==> src/rtl/univ_ff_pkg.sv <==
// Shared mode encodings for the universal flip-flop bank.
package univ_ff_pkg;

  typedef enum logic [1:0] {
    MODE_SR = 2'b00,
    MODE_JK = 2'b01,
    MODE_D  = 2'b10,
    MODE_T  = 2'b11
  } mode_t;

endpackage

==> src/rtl/ff_cell.sv <==
// One channel of the bank: combinational next state and illegal-SR flag.
// Zero latency, no backpressure; the caller owns the register.
module ff_cell
  import univ_ff_pkg::*;
(
  input  logic [1:0] mode,
  input  logic       a,
  input  logic       b,
  input  logic       q,
  output logic       q_nxt,
  output logic       illegal
);

  always_comb begin
    q_nxt   = q;
    illegal = 1'b0;
    case (mode_t'(mode))
      MODE_SR: begin
        case ({a, b})
          2'b01:   q_nxt = 1'b0;
          2'b10:   q_nxt = 1'b1;
          // S=R=1 leaves q untouched; it is reported, never propagated.
          2'b11:   illegal = 1'b1;
          default: q_nxt = q;
        endcase
      end
      MODE_JK: begin
        case ({a, b})
          2'b01:   q_nxt = 1'b0;
          2'b10:   q_nxt = 1'b1;
          2'b11:   q_nxt = ~q;
          default: q_nxt = q;
        endcase
      end
      MODE_D:  q_nxt = a;
      MODE_T:  q_nxt = q ^ a;
      default: q_nxt = q;
    endcase
  end

endmodule

==> src/rtl/univ_ff_bank.sv <==
// Bank of WIDTH mode-selectable flip-flops with sticky SR error flags and a
// saturating change counter; one-edge latency, no backpressure.
module univ_ff_bank
  import univ_ff_pkg::*;
#(
  parameter int WIDTH = 8,
  parameter int CNT_W = 8
) (
  input  logic             clk,
  input  logic             rst,
  input  logic             en,
  input  logic [1:0]       mode,
  input  logic [WIDTH-1:0] a,
  input  logic [WIDTH-1:0] b,
  input  logic             clr_err,
  output logic [WIDTH-1:0] q,
  output logic [WIDTH-1:0] qb,
  output logic [WIDTH-1:0] err,
  output logic             err_any,
  output logic [CNT_W-1:0] chg_cnt
);

  logic [WIDTH-1:0] q_nxt;
  logic [WIDTH-1:0] illegal;
  logic             changed;
  logic             cnt_sat;

  for (genvar i = 0; i < WIDTH; i++) begin : g_cell
    ff_cell u_cell (
      .mode    (mode),
      .a       (a[i]),
      .b       (b[i]),
      .q       (q[i]),
      .q_nxt   (q_nxt[i]),
      .illegal (illegal[i])
    );
  end

  assign changed = (q_nxt != q);
  assign cnt_sat = (chg_cnt == {CNT_W{1'b1}});

  always_ff @(posedge clk) begin
    if (rst) begin
      q       <= '0;
      err     <= '0;
      chg_cnt <= '0;
    end else begin
      if (en) begin
        q <= q_nxt;
        if (changed && !cnt_sat) chg_cnt <= chg_cnt + CNT_W'(1);
      end
      // A fresh illegal SR input wins over a same-edge clear.
      err <= (clr_err ? '0 : err) | (en ? illegal : '0);
    end
  end

  assign qb      = ~q;
  assign err_any = |err;

endmodule

==> config.mk <==
export PLATFORM = sky130hd
export DESIGN_NAME = univ_ff_bank
export DESIGN_NICKNAME = d
export VERILOG_FILES = /design/src/rtl/univ_ff_pkg.sv /design/src/rtl/ff_cell.sv /design/src/rtl/univ_ff_bank.sv
export SDC_FILE = /design/constraint.sdc
export NUM_CORES = 1
export LEC_CHECK = 0
export CAP_MARGIN = 30
export CORE_AREA = 2 2 63 65
export DETAILED_ROUTE_END_ITERATION = 10
export DIE_AREA = 0 0 65 67
export PLACE_DENSITY = 0.8
export SYNTH_ARGS = -nofsm -noshare
export SYNTH_HDL_FRONTEND = slang
export SYNTH_HIERARCHICAL = 1
export SYNTH_SLANG_ARGS = --single-unit
export TNS_END_PERCENT = 30
==> constraint.sdc <==
create_clock -name clk -period 5.7 [get_ports clk]
set_clock_uncertainty 0.15 [all_clocks]
set_input_delay 0.855 -clock clk [delete_from_list [all_inputs] [get_ports clk]]
set_output_delay 0.855 -clock clk [all_outputs]
set_load 0.01 [all_outputs]
==> summary.txt, run 1 <==
Outcome
  • Outcome: complete, no violations

Synth
  • Async SR Flop Fraction: 0%
  • Sequential cell area fraction in the yosys report: 26.5%
  • Most common cell in the synthesized netlist: mux2i_1
  • Syn Inst Count: ~190
  • Post-synth top area cell: dfxtp_1
  • Register bit count reported by yosys: 24
  • Post-synth EDFFs: 0
  • Synth top area share: around a quarter
  • Top cells by area, synth: dfxtp_1 (26%), mux2i_1 (23%), ha_1 (12%), mux2_4 (6.6%), nor2_1 (4.6%)
  • Main synth FF type: dfxtp_1
  • Synth top cells by count: mux2i_1 (41), dfxtp_1 (24), nor2_1 (22), inv_1 (19), ha_1 (17)
  • Synth Area per Inst: 9.40 sq um
  • Yosys warns: 6
  • Synthesized Nets: ~230
  • Synth cell types: 32
  • Mapped Area: 1810 sq um

Clocking
  • Cts hold-fix bufs: 0
  • # clock sinks: 24
  • Post-CTS Resized: 0
  • Root Buffer: clkbuf_8
  • Post-CTS Setup Inserts: 0
  • H-Tree Depth: 1
  • Clk buf depth: 2
  • CTS Buf Count: 3
  • Worst-path clk slew: roughly 90 ps
  • Clock insertion delay at the later pin of the skew report: around 270 ps
  • CTS tree: yes

Placement
  • Placed wire-length estimate: approximately 2900 um
  • GP Congestion: about 0.76
  • IO buf count: between 50 and 60

Detailed routing
  • Drt wl/cell: roughly 14 um
  • Vias/cell: 5.31
  • First drt pass iteration count: 4
  • DR vias: 1567
  • Final wirelength: between 4000 and 5000 um
  • Initial detailed-routing violation count: 76
  • Residual DRC: 0
  • Post-route antenna net violation count: 0

Power
  • Worst IR Drop VDD: 0.000143 V
  • Power Total: around 470 uW
  • Seq pwr share: between 30% and 40%
  • Power Density: between 150 and 200 nW/um^2
  • Leak Pwr: 0.00108 uW
  • P_sw: ~130 uW
  • P_int: between 300 and 400 uW
  • Clock share of power: 32.6%
  • Switching Share: a little over a quarter
  • Logic pwr share: about 28%

Setup path
  • Worst R2R Start: q[1]$_SDFFE_PP0P_
  • Setup CP Type: in -> reg
  • Crit path DAT: 3900 ps
  • Worst r2r dst: chg_cnt[7]$_SDFFE_PP0P_
  • CP Launch Type: primary input
  • Slowest cell on crit path: clkdlybuf4s50_1
  • Cell chain of the critical path: clkdlybuf4s50_1, buf_8, mux2i_1, mux2i_1, mux2i_1, xor2_1, nor4_1, a21oi_2, or4b_1, a21oi_1
  • Worst Path Max Fanout: 13
  • Most frequent cell on the critical path: mux2i_1
  • Cell family with most CP delay: buffers and inverters
  • Required @ worst endpoint: ~5700 ps
  • Slowest Stage Delay on Critical Path: about 860 ps
  • Buf/Inv on CP: 2
  • Worst-case reg-to-reg path depth: 8
  • Reg-to-reg slack, setup: between 3000 and 4000 ps
  • Worst setup EP type: flip-flop

Layout
  • Antenna cells: 0
  • Fillers: ~300
  • Area of the multi-input gates: between 1000 and 1500 sq um
  • FF/Latch Area: 480 sq um
  • Number of nets in the layout: 287
  • Util after Layout: 68.7%
  • Share of cells above drive strength 1: under 10%
  • Area Overhead vs Synth: 36.6%

STA
  • Final TNS setup: 0 ps
  • Setup violators final: 0
  • Crit share post-route: about two thirds
  • Max Freq: around 260 MHz
  • Final Critical Period: a little under 4000 ps
  • Slew HR: 34.9%
  • RSZ-0062 raised after global routing: false
  • Slew @ Worst Pin: slightly below 1000 ps
  • Slew Limit Fails: 0
  • Final-report hold violation count: 0

Worst hold path
  • Hold depth: 2
  • Hold Crit Class: reg -> reg
  • Hold endpoint: err[1]$_SDFF_PP0_
  • Hold_sp: err[1]$_SDFF_PP0_

Global routing
  • Vias in the first global route: approximately 1.5k
  • Largest net degree at the start of global routing: 27
  • First-pass GRT wire length: approximately 7000 um
  • Grt total ovfl: 0
  • GRT Overall Usage: roughly a fifth
  • Initial antenna violation count: 0

Floorplanning
  • Row cnt: 22
  • Die footprint: 4360 sq um
  • Die H: ~67 um
  • Core Area: approximately 3600 sq um
  • DIE WIDTH: between 60 and 70 um
  • Starting Density: 50.3%
  • Ports: 55

Flow run
  • Max-cap violation count: 0
## final cells by class
| class | count | area share, % |
|---|---|---|
| clock inverter | 1 | 1.21 |
| inverter | 19 | 2.88 |
| timing repair buffer | 56 | 22.7 |
| sequential | 24 | 19.4 |
| clock buffer | 3 | 1.67 |
| tap | 48 | 2.42 |
| multi-input combinational | 144 | 49.7 |
## power groups by stage
stage | combinational (uW) | clock (uW) | sequential (uW)
2_1_floorplan | 70.2 | 0 | 191
3_3_place_gp | 128 | 0 | 190
3_5_place_dp | 132 | 0 | 190
4_1_cts | 132 | 157 | 186
5_1_grt | 144 | 163 | 188
6_report | 131 | 153 | 186
## logic make-up after synthesis
kind of cell / count (synthesis) / share of synthesized area (%)
flip-flops: 24 / 26.5
buffers and inverters: 25 / 5.65
AO/OA/AOI/OAI: 20 / 8.21
AND/OR/NAND/NOR: 48 / 13.7
adder cells (fa/ha/maj): 17 / 11.7
XOR/XNOR: 9 / 4.35
multiplexers: 50 / 29.9
## worst min-delay path: cells and delay by family, from the launching register on
kind             cells  cell delay (ps)
AO/OA/AOI/OAI        1               90
flip-flops           1              370
AND/OR/NAND/NOR      1               80
## state kept, by name, summed over array words and instances, names as in the netlist
name	count
chg_cnt	8
err	8
q	8
## worst max-delay path by stage
stage | from | cells after the start | slack, ps | end
finish | mode[1] | 10 | 1850 | chg_cnt[7]$_SDFFE_PP0P_
global route | mode[1] | 10 | 1590 | chg_cnt[7]$_SDFFE_PP0P_
CTS | mode[1] | 10 | 1850 | chg_cnt[7]$_SDFFE_PP0P_
detailed placement | mode[1] | 10 | 1560 | chg_cnt[7]$_SDFFE_PP0P_
global placement | mode[1] | 9 | 1440 | chg_cnt[7]$_SDFFE_PP0P_
floorplan | b[1] | 10 | 2750 | chg_cnt[4]$_SDFFE_PP0P_
## placed cells by master, fill, tap and decap left out, drive strengths merged, types with 3 or more instances in the layout
cell / count
mux2: 9
nor4: 4
clkbuf: 3
nor3b: 8
mux2i: 41
nand3: 3
nand2: 3
dfxtp: 24
a21oi: 6
a22oi: 8
inv: 19
ha: 17
nor2: 22
xor2: 8
clkdlybuf4s50: 54
## stage by stage
step	hold slack, ps	cells	worst slack (ps)	cell area, sq um
2_1_floorplan	420	193	2750	1810
3_3_place_gp	390	290	1440	2390
3_5_place_dp	391	291	1560	2410
4_1_cts	419	295	1850	2480
5_1_grt	436	295	1590	2480
6_report	420	295	1850	2480
## layer usage
metal | GRT usage, % | wire length (um)
met5 | 0 | 0
met4 | 2.39 | 14
met3 | 4.39 | 205
met2 | 35.2 | 1970
met1 | 25.2 | 1840
(Power assumes the default switching activity.)
==> run 2, diff against run 1 <==
--- a/config.mk
+++ b/config.mk
@@ -6,10 +6,10 @@
 export NUM_CORES = 1
 export LEC_CHECK = 0
 export CAP_MARGIN = 30
-export CORE_AREA = 2 2 63 65
+export CORE_AREA = 2 2 68 70
 export DETAILED_ROUTE_END_ITERATION = 10
-export DIE_AREA = 0 0 65 67
-export PLACE_DENSITY = 0.8
+export DIE_AREA = 0 0 70 72
+export PLACE_DENSITY = 0.72
 export SYNTH_ARGS = -nofsm -noshare
 export SYNTH_HDL_FRONTEND = slang
 export SYNTH_HIERARCHICAL = 1
==> constraint.sdc (replaced) <==
create_clock -name clk -period 3.23 [get_ports clk]
set_clock_uncertainty 0.15 [all_clocks]
set_input_delay 0.4845 -clock clk [delete_from_list [all_inputs] [get_ports clk]]
set_output_delay 0.4845 -clock clk [all_outputs]
set_load 0.01 [all_outputs]
==> run 2 against run 1 <==
Net effect: clock power up 33%; cell area up 5.8%; die area is 16% higher; sequential power up 76%; register-to-register slack got worse by 2300 ps; worst hold slack improved by 0.58 ps; core utilization shrank 7.3 points; total power grew 67%; combinational power increased by 93%.
==> summary.txt, run 2 (synthesized netlist as in run 1, its figures left out) <==
Placement
  • Placed standard-cell area: 2560 sq um
  • Placed Cells: 314
  • Worst slack at placement: -91.9 ps
  • Placed wire-length estimate: 3040 um
  • GP Congestion: between 0.7 and 0.8
  • IO buf count: 54

Setup path
  • Worst Path Max Fanout: 6
  • Crit path DAT: between 3000 and 4000 ps
  • CP Launch Type: primary input
  • Setup CP Type: in -> reg
  • Worst setup EP type: flip-flop
  • Required @ worst endpoint: ~3300 ps

Clocking
  • Clk buf depth: 2
  • Clock insertion delay at the later pin of the skew report: ~260 ps
  • Root Buffer: clkbuf_8
  • CTS tree: yes
  • H-Tree Depth: 1
  • # clock sinks: 24
  • CTS Buf Count: 3
  • Worst-path clk slew: around 90 ps
  • Post-CTS Setup Inserts: 0
  • Cts hold-fix bufs: 0
  • Post-CTS Resized: 0

STA
  • Setup violators final: 0
  • Crit share post-route: a little over nine tenths
  • Slew @ Worst Pin: 612 ps
  • Max Freq: 326 MHz
  • Final Critical Period: between 3000 and 4000 ps
  • Setup ws final: around 170 ps
  • Final-report hold violation count: 0
  • Slew HR: 59.1%
  • RSZ-0062 raised after global routing: false
  • Slew Limit Fails: 0

Power
  • Logic pwr share: between 30% and 40%
  • Clock share of power: between 20% and 30%
  • Switching Share: 28.1%
  • Power Density: 299 nW/um^2
  • Power Total: around 800 uW
  • Seq pwr share: 41.9%
  • P_sw: between 200 and 250 uW
  • Leak Pwr: 0.00117 uW
  • P_int: between 500 and 600 uW
  • Worst IR Drop VDD: ~0.00024 V

Global routing
  • Largest net degree at the start of global routing: 19
  • Vias in the first global route: approximately 1.5k
  • Grt total ovfl: 0
  • Initial antenna violation count: 0
  • GRT Overall Usage: between 10% and 20%
  • First-pass GRT wire length: 6500 um

Floorplanning
  • Starting Density: between 40 and 50%
  • Ports: 55
  • Core Area: around 4300 sq um
  • Die footprint: just over 5000 sq um
  • DIE WIDTH: around 70 um
  • Row cnt: 24
  • Die H: between 70 and 80 um

Layout
  • Commonest non-fill, non-tap cells in the layout: clkdlybuf4s50_1 (54), mux2i_1 (41), dfxtp_1 (24)
  • Final Cell Area: between 2000 and 3000 sq um
  • Share of cells above drive strength 1: 14.7%
  • Area Overhead vs Synth: 44.4%
  • Most common cell after layout, fill and taps aside: clkdlybuf4s50_1
  • Number of nets in the layout: just over 300
  • Non-Filler Instances: roughly 320
  • Largest regs: chg_cnt x8, err x8, q x8
  • Antenna cells: 0

Flow run
  • Max-cap violation count: 0

Detailed routing
  • Vias/cell: between 5 and 6
  • Residual DRC: 0
  • Initial detailed-routing violation count: 39
  • Drt wl/cell: approximately 12 um
  • Final wirelength: 3920 um
  • Post-route antenna net violation count: 0
  • First drt pass iteration count: 4
  • DR vias: ~1.6k

Worst hold path
  • Hold Crit Class: reg -> reg

Outcome
  • Outcome: complete, no violations
run 2: layout make-up:
class	count	area, sq um
flip-flops and latches	24	480
multi-input cells	144	1240
repair buffers	75	711
inverters	19	71.3
clock buffers	4	55.1
fillers	382	1640
well taps	52	65.1
run 2: worst paths after layout:
path / cells past startpoint / to / from / slack (ps)
setup / recovery: 12 / chg_cnt[3]$_SDFFE_PP0P_ / b[6] / 170
hold / removal: 2 / err[1]$_SDFF_PP0_ / err[1]$_SDFF_PP0_ / 420
setup reg to reg: 9 / chg_cnt[7]$_SDFFE_PP0P_ / q[1]$_SDFFE_PP0P_ / 860
hold reg to reg: 2 / err[1]$_SDFF_PP0_ / err[1]$_SDFF_PP0_ / 420
run 2: worst max-delay path: stages:
cell             delay, ps
clkdlybuf4s50_1        500
inv_1                   60
ha_1                   280
mux2_4                 300
mux2i_1                130
mux2i_1                110
xor2_1                 160
nor4_1                 440
a21oi_2                130
buf_4                  190
a41o_1                 230
a21oi_1                110
run 2: power by group through the flow:
stage	combinational, uW	sequential [uW]	clock, uW
2_1_floorplan	124	337	0
3_3_place_gp	247	335	0
3_5_place_dp	251	336	0
4_1_cts	253	328	206
5_1_grt	277	331	217
6_report	253	328	203
run 2: metrics by stage:
step	hold slack (ps)	TNS (ps)	utilization [%]
floorplan	420	0	-
global placement	399	-162	60.0
detailed placement	393	-328	60.0
CTS	420	0	61.3
global route	463	0	61.4
finish	421	0	61.4
run 2: per-layer routing:
metal | share of wire (%) | wire (um) | up-vias | global-route usage [%]
li1 | - | - | 824 | -
met1 | 45 | 1750 | 779 | 17.4
met2 | 50 | 1950 | 44 | 30.7
met3 | 5.6 | 221 | 0 | 3.33
met4 | 0 | 0 | 0 | 0
met5 | 0 | 0 | - | 0
==> run 3, diff against run 2 <==
--- a/config.mk
+++ b/config.mk
@@ -5,6 +5,7 @@
 export SDC_FILE = /design/constraint.sdc
 export NUM_CORES = 1
 export LEC_CHECK = 0
+export ABC_AREA = 0
 export CAP_MARGIN = 30
 export CORE_AREA = 2 2 68 70
 export DETAILED_ROUTE_END_ITERATION = 10
@@ -14,4 +15,4 @@
 export SYNTH_HDL_FRONTEND = slang
 export SYNTH_HIERARCHICAL = 1
 export SYNTH_SLANG_ARGS = --single-unit
-export TNS_END_PERCENT = 30
+export TNS_END_PERCENT = 20
==> results of run 3 <==
The final DEF is identical to that of run 2; final timing and power are the same.
